$ cat src/rtl/sigma_delta_adc_pkg.sv
// rtl/sigma_delta_adc_pkg.sv - shared audio excess-code definitions for ADC and DAC
package sigma_delta_adc_pkg;

  // Excess-code sample width shared by the capture and playback paths
  localparam int SDADC_W = 8;

  // Midscale code: the zero-signal point of the excess-2**(W-1) format
  localparam int SDADC_MID = 2 ** (SDADC_W - 1);

  typedef logic [SDADC_W-1:0] sdadc_code_t;

  // Midscale for an arbitrary sample width
  function automatic int sdadc_mid(input int w);
    return 2 ** (w - 1);
  endfunction

endpackage

$ cat src/rtl/sdadc_sync2.sv
// rtl/sdadc_sync2.sv - two-flop synchronizer for asynchronous pin inputs
module sdadc_sync2 (
  input  logic Clk,
  input  logic Reset,
  input  logic d,
  output logic q
);

  logic meta;

  // Two back-to-back flops; only q is safe to use in the Clk domain
  always_ff @(posedge Clk) begin
    if (Reset) begin
      meta <= 1'b0;
      q    <= 1'b0;
    end else begin
      meta <= d;
      q    <= meta;
    end
  end

endmodule

$ cat src/rtl/sigma_delta_adc.sv
// rtl/sigma_delta_adc.sv - first-order sigma-delta ADC with boxcar decimation
module sigma_delta_adc
  import sigma_delta_adc_pkg::*;
#(
  parameter int DECIM_LOG2 = SDADC_W,
  parameter int HYST       = 16
) (
  input  logic                  Clk,
  input  logic                  Reset,
  input  logic                  enable,
  input  logic                  comp_in,
  output logic                  fb_out,
  output logic [DECIM_LOG2-1:0] sample,
  output logic                  sample_valid,
  output logic                  ear_level,
  output logic                  clip,
  input  logic                  clip_clr
);

  localparam int W = DECIM_LOG2;
  localparam logic [W-1:0] MID     = W'(sdadc_mid(W));
  localparam logic [W-1:0] EAR_HI  = W'(sdadc_mid(W) + HYST);
  localparam logic [W-1:0] EAR_LO  = W'(sdadc_mid(W) - HYST);
  localparam logic [W:0]   FULL    = {1'b1, {W{1'b0}}};

  logic         comp_s;
  logic [W-1:0] cnt;
  logic [W:0]   acc;
  logic [W:0]   sum;
  logic [W-1:0] sat;
  logic         end_win;
  logic         clip_hit;

  sdadc_sync2 u_sync (
    .Clk   (Clk),
    .Reset (Reset),
    .d     (comp_in),
    .q     (comp_s)
  );

  // Window total including the current bit; the extra acc bit holds an all-ones window
  assign sum      = acc + {{W{1'b0}}, comp_s};
  assign end_win  = enable && (cnt == {W{1'b1}});
  assign sat      = sum[W] ? {W{1'b1}} : sum[W-1:0];
  assign clip_hit = (sum == '0) || (sum == FULL);

  // Feedback follows the comparator regardless of enable so the analog loop never opens
  always_ff @(posedge Clk) begin
    if (Reset) begin
      fb_out <= 1'b0;
    end else begin
      fb_out <= comp_s;
    end
  end

  // Decimator: count ones over a full window; disabling discards any partial window
  always_ff @(posedge Clk) begin
    if (Reset || !enable) begin
      cnt <= '0;
      acc <= '0;
    end else begin
      cnt <= cnt + 1'b1;
      acc <= end_win ? '0 : sum;
    end
  end

  // Sample register and one-cycle valid strobe at the end of each window
  always_ff @(posedge Clk) begin
    if (Reset) begin
      sample       <= MID;
      sample_valid <= 1'b0;
    end else begin
      sample_valid <= end_win;
      if (end_win) begin
        sample <= sat;
      end
    end
  end

  // EAR slicer with hysteresis around midscale, updated only with new samples
  always_ff @(posedge Clk) begin
    if (Reset) begin
      ear_level <= 1'b0;
    end else if (end_win) begin
      if (sat >= EAR_HI) begin
        ear_level <= 1'b1;
      end else if (sat <= EAR_LO) begin
        ear_level <= 1'b0;
      end
    end
  end

  // Sticky clip flag; a window hitting a rail beats a simultaneous clear
  always_ff @(posedge Clk) begin
    if (Reset) begin
      clip <= 1'b0;
    end else if (end_win && clip_hit) begin
      clip <= 1'b1;
    end else if (clip_clr) begin
      clip <= 1'b0;
    end
  end

endmodule

$ cat config.mk
export PLATFORM = sky130hd
export DESIGN_NAME = sigma_delta_adc
export DESIGN_NICKNAME = d
export VERILOG_FILES = /design/src/rtl/sigma_delta_adc_pkg.sv /design/src/rtl/sdadc_sync2.sv /design/src/rtl/sigma_delta_adc.sv
export SDC_FILE = /design/constraint.sdc
export NUM_CORES = 1
export LEC_CHECK = 0
export CAP_MARGIN = 15
export CORE_ASPECT_RATIO = 1.25
export CORE_MARGIN = 2
export CORE_UTILIZATION = 39
export CTS_CLUSTER_SIZE = 24
export DETAILED_ROUTE_END_ITERATION = 10
export PLACE_DENSITY_LB_ADDON = 0.08
export SYNTH_ARGS = -nofsm -noshare
export SYNTH_HDL_FRONTEND = slang
export SYNTH_SLANG_ARGS = --single-unit
$ cat constraint.sdc
create_clock -name Clk -period 3 [get_ports Clk]
set_input_delay 0.3 -clock Clk [delete_from_list [all_inputs] [get_ports Clk]]
set_output_delay 0.3 -clock Clk [all_outputs]
set_load 0.03 [all_outputs]
== Word-level counts from Yosys, hierarchy flattened ==
Index checks and enable logic that the tools add are counted.

* Memories kept: 0
* Memory bits (read-only): 0
* Latch bits: 0
* Logic and storage cells: 30
* Register bits: 31
* Output and inout port bits: 12
* Bits in writable memories: 0

* Equal/unequal tests: 2
* Shifts and indexed selects: 0
* $add $sub $neg: 2
* Bitwise logic cells: 0
* $lt $le $gt $ge: 2
* Reductions and logical operators: 10
* Muxes and demuxes: 5
* Divide/modulo/power cells: 0
* $mul: 0

{| class="wikitable"
|+ Operator list
! kind !! number
|-
| $add 9x1->9 || 1
|-
| $eq 9x9->1 const B || 1
|-
| $logic_not 9->1 || 1
|-
| $add 8x1->8 const B || 1
|-
| $eq 8x8->1 const B || 1
|-
| $ge 8x8->1 const B || 1
|-
| $le 8x7->1 const B || 1
|-
| $mux 8 || 1
|-
| $mux 1 || 4
|-
| $reduce_bool 2->1 || 2
|-
| $logic_and 1x1->1 || 2
|-
| $logic_or 1x1->1 || 2
|-
| $reduce_and 2->1 || 1
|-
| $reduce_or 2->1 || 1
|-
| $logic_not 1->1 || 1
|}

== Logic depth before layout (Yosys ltp) ==
* Word-level depth: 5
* Depth in mapped cells: 8
* Depth with buffers taken out: 7

== By module ==
A second synthesis with hierarchy kept.

* Cell total of the unflattened synthesis: 134
* Area total of the unflattened synthesis: 1262.5 µm²

{| class="wikitable"
|+ By module, submodules not included
! module !! seq. area each (µm²) !! times used !! cells each !! area each (µm²)
|-
| sigma_delta_adc || 580.6 || 1 || 130 || 1209.9
|-
| sdadc_sync2 || 40.0 || 1 || 4 || 52.6
|}

== Worst setup path before layout ==
OpenSTA, ideal clock, no wires.

* Path kind: register -> register
* From: register u_sync.q
* To: register ear_level
* Clock period less this slack: 1861 ps
* Buffers on the path: 1
* Library setup time: 120 ps
* Data arrival time: 1741 ps
* Setup slack: 1139 ps
* Cell stages (with the launch flop): 9
* Data required time: 2880 ps
* Cells stage by stage: dfxtp_1 -> ha_1 -> ha_1 -> and3_1 -> buf_6 -> nand3_2 -> xor2_2 -> nor3_1 -> a211o_1

* Cells in the longest elaborated chain, start to end: 5
* Elaborated cells between the ends (all ways): 7

{| class="wikitable"
|+ RTL lines
! what !! RTL line !! text
|-
| start, declared || sdadc_sync2.sv:6 || <nowiki>output logic q</nowiki>
|-
| start signal, assigned || sdadc_sync2.sv:18 || <nowiki>q <= meta;</nowiki>
|-
| $add 9x1->9 (*) || sigma_delta_adc.sv:42 || <nowiki>assign sum = acc + {{W{1'b0}}, comp_s};</nowiki>
|-
| $mux 8 (*) || sigma_delta_adc.sv:44 || <nowiki>assign sat = sum[W] ? {W{1'b1}} : sum[W-1:0];</nowiki>
|-
| $ge 8x8->1 / $le 8x7->1 (equally long branches) || sigma_delta_adc.sv:85, sigma_delta_adc.sv:87 ||
|-
| $reduce_bool 2->1 (no line) || - ||
|-
| $reduce_and 2->1 (no line) || - ||
|-
| end signal, assigned || sigma_delta_adc.sv:83 || <nowiki>ear_level <= 1'b0;</nowiki>
|-
| end signal, assigned || sigma_delta_adc.sv:86 || <nowiki>ear_level <= 1'b1;</nowiki>
|-
| end signal, assigned || sigma_delta_adc.sv:88 || <nowiki>ear_level <= 1'b0;</nowiki>
|-
| end, declared || sigma_delta_adc.sv:15 || <nowiki>output logic ear_level,</nowiki>
|}

Every way passes the cells marked *; elsewhere a longest branch is shown, timed or not.
A chain may end at the register's enable or synchronous reset.

== Worst setup path in the final report ==
Ends and elaborated chain as after synthesis.

==> summary.txt <==
Status
  • Status: complete, no violations

Synth
  • Syn nets: 143
  • Synth area leaders: dfxtp_1 (49%), nor2_1 (7.7%), a311oi_1 (5.5%)
  • Synth unique cells: 34
  • Syn. warnings: 0
  • Largest family of logic cells by synthesized area: simple AND/OR/NAND/NOR gates
  • Synthesized flop and latch total: 31
  • Area fraction in compound gates after synthesis: 10.3%
  • Avg Inst Size Synth: 9.43 µm²
  • Post-synth top area share: 48.7%
  • Synth Area in XOR/XNOR: 8.74%
  • Simple-Gate Fraction of Synth Area: 25.1%
  • Post-Syn Area: 1270 µm²
  • Post-Synth Adder-Cell Area: 2.95%
  • Sequential element share of the synthesized area: 48.7%
  • Mux cell area share after synthesis: 0%
  • Post-synthesis cell count: 135
  • Area leader, netlist: dfxtp_1

Critical path
  • Kind of critical path: register to register
  • Worst r2r src: u_sync.q
  • Worst Setup End Kind: register
  • Crit Path Max Fanout: 10
  • Crit path DAT: 2.23 ns
  • CP Launch Point: u_sync.q
  • Worst setup path endpoint: ear_level
  • Req. time, crit path: 3.18 ns
  • Worst flop-to-flop path endpoint: ear_level
  • Startpoint Class: register
  • R2R cell count: 7
  • Reg-to-reg slack, setup: 0.94 ns

Timing
  • Worst Skew: 0.00502 ns
  • Setup TNS: 0 ns
  • Slew HR: 53.3%
  • Fin crit share: 68.5%
  • Endpoints failing hold: 0
  • Achievable frequency: 486 MHz
  • RSZ-0062 raised after global routing: no
  • Slew @ Worst Pin: 0.699 ns
  • Worst Setup Slack, final: 0.944 ns
  • Final setup viols: 0
  • Fin. max-slew vios: 0
  • Tmin final: 2.06 ns
  • Final hold slack: 0.442 ns

Die
  • Die ar.: 3740 µm²
  • Die width: 55.1 µm
  • Initial Util: 40.2%
  • FP Rows: 23
  • Die Height: 67.9 µm
  • IO Count: 17
  • Core ar.: 3170 µm²

Global routing
  • First-pass GRT wire length: 4.03 mm
  • Largest net degree at the start of global routing: 20
  • GRT Overall Usage: 15.6%
  • Vias in the first global route: 965
  • Initial antenna violation count: 0
  • Gr ovfl total: 0

Route
  • Antenna viol nets, final: 0
  • 1st-iter DRT viols: 9
  • WL final: 2.39 mm
  • DRT Pass-1 Iters: 4
  • DR DRC count: 0
  • Wire per inst: 12.4 µm
  • Via count: 988
  • Via-to-Cell Ratio: 5.15

Clocking
  • Number of hold buffers added after cts: 0
  • Clock-pin slew of the registers on the worst-case setup and hold paths: 0.06 ns
  • Cells resized by post-CTS repair: 0
  • Clk Latency, worst-skew pair: 0.28 ns
  • Post-CTS Setup Repair Bufs: 0
  • Maximum root-to-sink buffer count: 2
  • Depth of the CTS H-tree: 2
  • CTS sink cnt: 31
  • TritonCTS clock tree: yes
  • Clock Tree Root: clkbuf_8
  • CTS Buf Count: 5

Place
  • GP Congestion: 0.903
  • Post-DP HPWL: 1.78 mm
  • Setup Slack @ Placement: 0.920 ns
  • # port buffers: 16

Layout
  • Share of layout cells above drive strength 1: 9.03%
  • Number of antenna diodes: 0
  • Layout net count: 162
  • Synth-to-Final Area Change: 21.7%
  • Final core occ: 49.0%

Power
  • Pwr Total: 794 µW
  • VDD IR max: 0.297 mV
  • Pwr per Cell Area: 512 nW/µm²
  • Leak: 0.000523 µW

Job
  • Maxcap violations: 0

Min path
  • HP Class: register to register
how the worst min path moves through the flow:
stage	startpoint	end	slack, ns	cells after the start
finish	u_sync.meta	u_sync.q	0.44	1
global placement	u_sync.meta	u_sync.q	0.42	1
floorplan	u_sync.meta	u_sync.q	0.41	1
CTS	u_sync.meta	u_sync.q	0.45	1
global route	u_sync.meta	u_sync.q	0.48	1
detailed placement	u_sync.meta	u_sync.q	0.43	1
cell usage after synthesis (all sizes together):
library cell	number
nor2b	3
or3	2
nor3	4
buf	3
inv	4
and3	2
nor4	1
or3b	2
a21oi	4
clkbuf	2
o41ai	1
nand4	3
a31oi	1
a211o	1
dfxtp	31
xnor2	5
nand2b	1
nor2	27
nand3	8
or2	1
xor2	6
nand2	7
and4	1
a311oi	8
ha	3
o21bai	1
and2	1
o21ai	2
critical path: stages, from the launching register on:
cell and delay (ns):
dfxtp_1 0.33, ha_1 0.22, ha_1 0.20, and3_1 0.33, nand3_2 0.14, xor2_2 0.37, nor3_1 0.10, a211o_1 0.27
cell type report:
class                   count  area (µm²)
clock buffers               8         100
well taps                  37        46.3
repair buffers             17         168
flip-flops and latches     31         621
fillers                   324        1620
inverters                   4        15.0
multi-input cells          95         601
cells by family (layout without fill, tap and decap cells):
logic type	count (synthesis)	count (layout)
buf+inv	9	29
fa+ha+maj	3	3
flops	31	31
simple gates	63	63
xor+xnor	11	11
compound gates	18	18
through the flow:
step	instance area [µm²]	std cells
final	1550	192
after detailed placement	1450	184
after global routing	1550	192
after global placement	1450	184
after floorplan	1270	135
after CTS	1550	192
sequential cells by signal, indices dropped and copies added, names as in the netlist:
name          flops
acc               9
u_sync.meta       1
u_sync.q          1
clip              1
sample_valid      1
ear_level         1
cnt               8
sample            8
fb_out            1
layout by cell type (no fill, tap or decap), drive strengths merged, types with 5 or more instances in the layout:
master | synthesis | final
xor2 | 6 | 6
xnor2 | 5 | 5
dfxtp | 31 | 31
nand3 | 8 | 8
nor2 | 27 | 27
nand2 | 7 | 7
clkbuf | 2 | 8
clkdlybuf4s50 | 0 | 16
a311oi | 8 | 8
per-layer routing:
metal	track usage (%)	routed length, µm	vias up
li1	-	-	505
met1	14.1	978	459
met2	28.1	1230	18
met3	5.90	116	6
met4	9.76	65	0
met5	0	0	-
power breakdown:
| part | internal [µW] | switching (µW) |
|---|---|---|
| sequential | 415 | 1.40 |
| clock | 209 | 147 |
| combinational | 9.66 | 12.1 |
| total | 634 | 160 |
No activity file was read; power rests on OpenSTA's default activity.
